`src/rtl/brdg_intrp_responder_pkg.sv`:
```
// Shared TLX interrupt encodings plus the drain FSM state and response record types.
package brdg_intrp_responder_pkg;

  localparam logic [7:0] OP_INTRP_REQ_LO = 8'h58;
  localparam logic [7:0] OP_INTRP_REQ_HI = 8'h5B;
  localparam logic [7:0] OP_INTRP_RESP   = 8'h0C;
  localparam logic [7:0] OP_INTRP_RDY    = 8'h1A;

  localparam logic [3:0] CODE_DONE          = 4'h0;
  localparam logic [3:0] CODE_RTY_REQ       = 4'h2;
  localparam logic [3:0] CODE_INTRP_PENDING = 4'h4;
  localparam logic [3:0] CODE_FAILED        = 4'hE;

  typedef enum logic {
    D_IDLE,
    D_ISSUE
  } drain_state_t;

  typedef struct packed {
    logic        valid;
    logic [7:0]  opcode;
    logic [15:0] afutag;
    logic [3:0]  code;
  } rsp_t;

  function automatic logic is_intrp_req(input logic [7:0] op);
    return (op >= OP_INTRP_REQ_LO) && (op <= OP_INTRP_REQ_HI);
  endfunction

endpackage

```
`src/rtl/brdg_intrp_responder_if.sv`:
```
// Command, response and host-sink signals of the interrupt responder, bundled as one interface.
interface brdg_intrp_responder_if;

  logic        cmd_valid;
  logic [7:0]  cmd_opcode;
  logic [15:0] cmd_afutag;
  logic [67:0] cmd_obj;
  logic        host_accept_en;
  logic        force_retry;
  logic        rsp_valid;
  logic [7:0]  rsp_opcode;
  logic [15:0] rsp_afutag;
  logic [3:0]  rsp_code;
  logic        host_int_valid;
  logic [63:0] host_int_src;
  logic        host_int_ready;

  modport master (
    output cmd_valid, cmd_opcode, cmd_afutag, cmd_obj,
    output host_accept_en, force_retry, host_int_ready,
    input  rsp_valid, rsp_opcode, rsp_afutag, rsp_code,
    input  host_int_valid, host_int_src
  );

  modport slave (
    input  cmd_valid, cmd_opcode, cmd_afutag, cmd_obj,
    input  host_accept_en, force_retry, host_int_ready,
    output rsp_valid, rsp_opcode, rsp_afutag, rsp_code,
    output host_int_valid, host_int_src
  );

endinterface

```
`src/rtl/brdg_intrp_pend_fifo.sv`:
```
// Pending-afutag FIFO: power-of-two depth, combinational head, simultaneous push/pop allowed.
module brdg_intrp_pend_fifo #(
  parameter int DEPTH = 4,
  parameter int WIDTH = 16
) (
  input  logic             clk,
  input  logic             rst_n,
  input  logic             push,
  input  logic             pop,
  input  logic [WIDTH-1:0] din,
  output logic [WIDTH-1:0] head,
  output logic             full,
  output logic             empty
);

  localparam int PTR_W = $clog2(DEPTH);
  localparam int CNT_W = PTR_W + 1;

  logic [WIDTH-1:0] mem [DEPTH];
  logic [PTR_W-1:0] wr_ptr_reg, rd_ptr_reg;
  logic [CNT_W-1:0] count_reg, count_next;
  logic             push_ok, pop_ok;

  assign full  = (count_reg == CNT_W'(DEPTH));
  assign empty = (count_reg == '0);

  // A full FIFO still takes a push when the head leaves in the same cycle.
  assign pop_ok  = pop && !empty;
  assign push_ok = push && (!full || pop_ok);

  assign count_next = count_reg + CNT_W'(push_ok) - CNT_W'(pop_ok);

  // Head is read straight from the array so the drain FSM sees it the cycle it issues.
  assign head = mem[rd_ptr_reg];

  always_ff @(posedge clk) begin
    if (push_ok) begin
      mem[wr_ptr_reg] <= din;
    end
  end

  always_ff @(posedge clk) begin
    if (!rst_n) begin
      wr_ptr_reg <= '0;
      rd_ptr_reg <= '0;
      count_reg  <= '0;
    end else begin
      if (push_ok) wr_ptr_reg <= wr_ptr_reg + 1'b1;
      if (pop_ok)  rd_ptr_reg <= rd_ptr_reg + 1'b1;
      count_reg <= count_next;
    end
  end

endmodule

```
`src/rtl/brdg_intrp_responder.sv`:
```
// Host-side interrupt responder: decides intrp_resp for each intrp_req, holds one host slot,
// and drains pended afutags back to the requester as intrp_rdy.
module brdg_intrp_responder
  import brdg_intrp_responder_pkg::*;
#(
  parameter int PEND_DEPTH = 4
) (
  input logic                   clk,
  input logic                   rst_n,
  brdg_intrp_responder_if.slave bus
);

  logic         fifo_full, fifo_empty;
  logic [15:0]  fifo_head;
  logic         push, pop, load, slot_free, rdy_fire;
  drain_state_t state_reg, state_next;
  rsp_t         rsp_reg, rsp_next;
  logic         slot_valid_reg, slot_valid_next;
  logic [63:0]  slot_src_reg, slot_src_next;

  brdg_intrp_pend_fifo #(
    .DEPTH (PEND_DEPTH),
    .WIDTH (16)
  ) u_pend_fifo (
    .clk   (clk),
    .rst_n (rst_n),
    .push  (push),
    .pop   (pop),
    .din   (bus.cmd_afutag),
    .head  (fifo_head),
    .full  (fifo_full),
    .empty (fifo_empty)
  );

  // Drain FSM: a command response always owns the port, so the rdy waits in D_ISSUE.
  always_comb begin
    state_next = state_reg;
    rdy_fire   = 1'b0;
    pop        = 1'b0;
    case (state_reg)
      D_IDLE: begin
        if (!fifo_empty && bus.host_accept_en && !slot_valid_reg) state_next = D_ISSUE;
      end
      D_ISSUE: begin
        if (!bus.cmd_valid) begin
          rdy_fire   = 1'b1;
          pop        = 1'b1;
          state_next = D_IDLE;
        end
      end
      default: state_next = D_IDLE;
    endcase
  end

  assign slot_free = !slot_valid_reg || bus.host_int_ready;

  always_comb begin
    rsp_next = '0;
    push     = 1'b0;
    load     = 1'b0;
    if (bus.cmd_valid) begin
      rsp_next.valid  = 1'b1;
      rsp_next.opcode = OP_INTRP_RESP;
      rsp_next.afutag = bus.cmd_afutag;
      if (!is_intrp_req(bus.cmd_opcode) || (bus.cmd_obj[67:64] != 4'h0)) begin
        rsp_next.code = CODE_FAILED;
      end else if (bus.force_retry) begin
        rsp_next.code = CODE_RTY_REQ;
      end else if (bus.host_accept_en && slot_free) begin
        rsp_next.code = CODE_DONE;
        load          = 1'b1;
      end else if (!fifo_full) begin
        rsp_next.code = CODE_INTRP_PENDING;
        push          = 1'b1;
      end else begin
        rsp_next.code = CODE_RTY_REQ;
      end
    end else if (rdy_fire) begin
      rsp_next.valid  = 1'b1;
      rsp_next.opcode = OP_INTRP_RDY;
      rsp_next.afutag = fifo_head;
      rsp_next.code   = bus.force_retry ? CODE_RTY_REQ : CODE_DONE;
    end
  end

  always_comb begin
    slot_valid_next = load || (slot_valid_reg && !bus.host_int_ready);
    slot_src_next   = load ? bus.cmd_obj[63:0] : slot_src_reg;
  end

  always_ff @(posedge clk) begin
    if (!rst_n) begin
      state_reg      <= D_IDLE;
      rsp_reg        <= '0;
      slot_valid_reg <= 1'b0;
      slot_src_reg   <= '0;
    end else begin
      state_reg      <= state_next;
      rsp_reg        <= rsp_next;
      slot_valid_reg <= slot_valid_next;
      slot_src_reg   <= slot_src_next;
    end
  end

  assign bus.rsp_valid      = rsp_reg.valid;
  assign bus.rsp_opcode     = rsp_reg.opcode;
  assign bus.rsp_afutag     = rsp_reg.afutag;
  assign bus.rsp_code       = rsp_reg.code;
  assign bus.host_int_valid = slot_valid_reg;
  assign bus.host_int_src   = slot_src_reg;

endmodule

```
`src/flat_wrapper.sv`:
```
// flat-port wrapper written by rule: the top's interface ports become plain ports
module brdg_intrp_responder_flat import brdg_intrp_responder_pkg::*;
#(
  parameter int PEND_DEPTH = 4
)
  (clk, rst_n, bus_cmd_valid, bus_cmd_opcode, bus_cmd_afutag, bus_cmd_obj, bus_host_accept_en, bus_force_retry, bus_host_int_ready, bus_rsp_valid, bus_rsp_opcode, bus_rsp_afutag, bus_rsp_code, bus_host_int_valid, bus_host_int_src);
  brdg_intrp_responder_if bus_i ();
  input logic clk;
  input logic rst_n;
  input wire logic [$bits(bus_i.cmd_valid)-1:0] bus_cmd_valid;
  input wire logic [$bits(bus_i.cmd_opcode)-1:0] bus_cmd_opcode;
  input wire logic [$bits(bus_i.cmd_afutag)-1:0] bus_cmd_afutag;
  input wire logic [$bits(bus_i.cmd_obj)-1:0] bus_cmd_obj;
  input wire logic [$bits(bus_i.host_accept_en)-1:0] bus_host_accept_en;
  input wire logic [$bits(bus_i.force_retry)-1:0] bus_force_retry;
  input wire logic [$bits(bus_i.host_int_ready)-1:0] bus_host_int_ready;
  output wire logic [$bits(bus_i.rsp_valid)-1:0] bus_rsp_valid;
  output wire logic [$bits(bus_i.rsp_opcode)-1:0] bus_rsp_opcode;
  output wire logic [$bits(bus_i.rsp_afutag)-1:0] bus_rsp_afutag;
  output wire logic [$bits(bus_i.rsp_code)-1:0] bus_rsp_code;
  output wire logic [$bits(bus_i.host_int_valid)-1:0] bus_host_int_valid;
  output wire logic [$bits(bus_i.host_int_src)-1:0] bus_host_int_src;
  assign bus_i.cmd_valid = bus_cmd_valid;
  assign bus_i.cmd_opcode = bus_cmd_opcode;
  assign bus_i.cmd_afutag = bus_cmd_afutag;
  assign bus_i.cmd_obj = bus_cmd_obj;
  assign bus_i.host_accept_en = bus_host_accept_en;
  assign bus_i.force_retry = bus_force_retry;
  assign bus_i.host_int_ready = bus_host_int_ready;
  assign bus_rsp_valid = bus_i.rsp_valid;
  assign bus_rsp_opcode = bus_i.rsp_opcode;
  assign bus_rsp_afutag = bus_i.rsp_afutag;
  assign bus_rsp_code = bus_i.rsp_code;
  assign bus_host_int_valid = bus_i.host_int_valid;
  assign bus_host_int_src = bus_i.host_int_src;
  brdg_intrp_responder #(.PEND_DEPTH(PEND_DEPTH)) u_core (.clk(clk), .rst_n(rst_n), .bus(bus_i));
endmodule
```
`config.mk`:
```
export PLATFORM = sky130hd
export DESIGN_NAME = brdg_intrp_responder_flat
export DESIGN_NICKNAME = d
export VERILOG_FILES = /design/src/rtl/brdg_intrp_responder_pkg.sv /design/src/rtl/brdg_intrp_responder_if.sv /design/src/rtl/brdg_intrp_pend_fifo.sv /design/src/rtl/brdg_intrp_responder.sv /design/src/flat_wrapper.sv
export SDC_FILE = /design/constraint.sdc
export NUM_CORES = 1
export LEC_CHECK = 0
export ABC_AREA = 1
export CAP_MARGIN = 20
export CORE_UTILIZATION = 48
export DETAILED_ROUTE_END_ITERATION = 8
export GPL_ROUTABILITY_DRIVEN = 0
export PLACE_DENSITY = 0.81
export SLEW_MARGIN = 20
export SYNTH_ARGS = -nofsm -noshare
export SYNTH_HDL_FRONTEND = slang
export SYNTH_SLANG_ARGS = --single-unit
```
`constraint.sdc`:
```
create_clock -name clk -period 2.7 [get_ports clk]
set_input_delay 0.27 -clock clk [delete_from_list [all_inputs] [get_ports clk]]
set_output_delay 0.27 -clock clk [all_outputs]
set_load 0.05 [all_outputs]
```
==> summary.md <==
| Metric | Value |
|---|---|
| Ant. Diodes | `0` |
| Area Growth Syn to Fin | `37.70%` |
| Vias | `5497` |
| Most common cell in the netlist | `nor2_1` |
| Maximum vdd drop | `0.4779 mV` |
| Top Ports | `192` |
| Post-CTS Setup Bufs | `0` |
| Number of global-route vias before repair | `5309` |
| CTS clk-pin slew, worst paths | `0.06 ns` |
| Final Cycle Share | `78.35%` |
| First-pass GRT wire length | `25810 microns` |
| Sequential area share after synthesis | `58.15%` |
| XOR/XNOR Fraction of Synth Area | `0.1318%` |
| Kind of critical path | `reg2reg` |
| Placed Cells | `1094` |
| Worst r2r src | `u_core.u_pend_fifo.count_reg[1]` |
| Clk sink count | `161` |
| Routed met3 length | `1514 microns` |
| Nets@finish | `1042` |
| Fmax | `0.4727 GHz` |
| RSZ-0062 raised after global routing | `false` |
| Fin crit period | `2.115 ns` |
| Post-synth EDFFs | `64` |
| Ratio of cells with drive above 1 in the final layout | `6.316%` |
| Fillers | `1099` |
| Die Width | `119.7 microns` |
| Cell Rows | `42` |
| Power Density | `581.0 mW/mm^2` |
| Max_cap viols | `0` |
| Final hold vios | `0` |
| Crit path arrival time | `2.46 ns` |
| Dpl hpwl | `10510 microns` |
| Core area | `0.01335 sq mm` |
| Final TNS setup | `0 ns` |
| Maximum number of pins on one net before global-route repair | `66` |
| Setup crit end kind | `flip-flop` |
| Total die area | `0.01432 sq mm` |
| Hold WC Path Type | `in2reg` |
| Initial antenna violation count | `0` |
| Adder-cell share of the synthesized area | `1.431%` |
| Async SR Flop Fraction | `0%` |
| Mapped Cells | `767` |
| Leak pwr | `0.003734 uW` |
| Area of the multi-input gates | `0.002137 sq mm` |
| CP Data Required Time | `3.04 ns` |
| Clock buffer depth | `2` |
| FF/Latch Area | `0.003864 sq mm` |
| Post-synthesis compound-gate area fraction | `4.595%` |
| Post-CTS resize count | `0` |
| Worst Path Max Fanout | `3` |
| Number of H-tree levels | `4` |
| Status | `finished, final reports clean` |
| Share of the synthesized area in the top cell type | `29.23%` |
| CTS Hold Bufs | `0` |
| Final setup viols | `0` |
| GRT Resource Usage Total | `23.15%` |
| Gr ovfl total | `0` |
| M1 WL | `6110 microns` |
| Multiplexer area fraction after synthesis | `0%` |
| Clk Latency, worst-skew pair | `0.42 ns` |
| Pre-antenna DRT Iters | `5` |
| Largest family of logic cells by synthesized area | `simple AND/OR/NAND/NOR gates` |
| CP startpoint | `u_core.u_pend_fifo.count_reg[1]` |
| Startpoint Class | `flip-flop` |
| Fin cells | `1126` |
| Die Y | `119.7 microns` |
| Fin. max-slew vios | `0` |
| Synthesis Warnings | `0` |
| Syn avg cell area | `8.662 sq um` |
| Num CTS Buffers | `17` |
| Hold wc startpoint | `rst_n` |
| Initial Util | `49.78%` |
| Root buffer cell | `clkbuf_16` |
| DR vias/cell | `4.882` |
| Netlist cell types | `28` |
| WL/cell | `14.01 microns` |
| Iter 0 DRT Violations | `267` |
| Synth area leader | `dfxtp_1` |
| Least-Margin Pin Slew | `0.6845 ns` |
| TritonCTS clock tree | `done` |
| Commonest cells post-synth | `nor2_1, nand2_1, dfxtp_1, inv_1` |
| Routed wl met2 | `8009 microns` |
| Routed WL | `15780 microns` |
| IO buf count | `184` |
| Rel. slew slack | `54.36%` |
| Cell Area, Synth | `0.006644 sq mm` |
| Tot Pwr | `5316 uW` |
| Clock skew | `0.01339 ns` |
| Main synth FF type | `dfxtp_1` |
| Top post-synthesis cells by area | `dfxtp_1, edfxtp_1, nor2_1, nand2_1, nand4_1` |
| Max Used Layer | `met4` |
| Simple-gate share of the synthesized area | `25.54%` |
| #FFs+latches synth | `161` |
| Routed Antenna Nets | `0` |
| DRC | `0` |
final cells by class:
class	instances	share of cell area, %
Inverter	91	3.734
Clock buffer	17	4.650
Timing Repair Buffer	201	21.75
Tap cell	176	2.407
Clock inverter	15	1.874
Multi-Input combinational cell	465	23.36
Sequential cell	161	42.23
worst max-delay path: stages (launching register included):
cell and delay, ns:
dfxtp_1 0.41, inv_1 0.08, nand3_1 0.08, nand2_1 0.07, nor2_1 0.13, nand3_1 0.12
ha_1 0.31, inv_1 0.05, ha_1 0.12, inv_1 0.04, fa_1 0.35, inv_1 0.07
o21ai_0 0.08, a21oi_1 0.12
path summary, 6_finish.rpt:
kind / end / slack [ns] / depth (start not counted)
hold / removal: u_core.bus.host_int_src[51] / 0.24 / 3
setup reg to reg: u_core.u_pend_fifo.count_reg[2] / 0.58 / 13
setup / recovery: u_core.u_pend_fifo.count_reg[2] / 0.58 / 13
hold reg to reg: u_core.u_pend_fifo.rd_ptr_reg[1] / 0.47 / 2
routing by layer:
metal | track usage [%] | vias to the layer above
li1 | - | 2786
met1 | 25.98 | 2524
met2 | 39.41 | 177
met3 | 9.506 | 10
met4 | 8.203 | 0
met5 | 0 | -
cells by family after synthesis:
group / after synthesis
and+or+nand+nor: 395
other: 1
adders and majority gates: 7
xor gates and xnor gates: 1
buffers and inverters: 145
DFF: 161
AOI/OAI and AO/OA: 57
cells in the final DEF, fill, tap and decap left out, types with 6 or more instances in the layout:
cell	Yosys	layout
dfxtp_1	97	97
ha_1	6	6
a21oi_1	9	9
buf_4	16	15
inv_1	90	90
nor2_1	177	176
o21ai_0	36	36
nand2_1	137	137
o22ai_1	10	10
nand4_1	64	64
nand3_1	8	8
edfxtp_1	64	64
clkdlybuf4s50_1	0	183
clkbuf_16	0	17
power breakdown:
group          internal [uW]  switching, uW
Combinational            177            204
Sequential              2540           4.11
Clock                   1390           1010
Total                   4100           1220
metrics by stage:
step	utilization [%]	worst slack, ns	hold WS (ns)	area (sq um)
CTS	68.54	0.5750	0.2194	9149
global placement	64.07	0.2435	0.4506	8552
global route	68.54	0.3400	0.2384	9149
floorplan	-	0.3389	0.3689	6659
finish	68.54	0.5845	0.2385	9149
detailed placement	64.07	0.2040	0.4562	8552
Power figures use the tool's default switching activity.
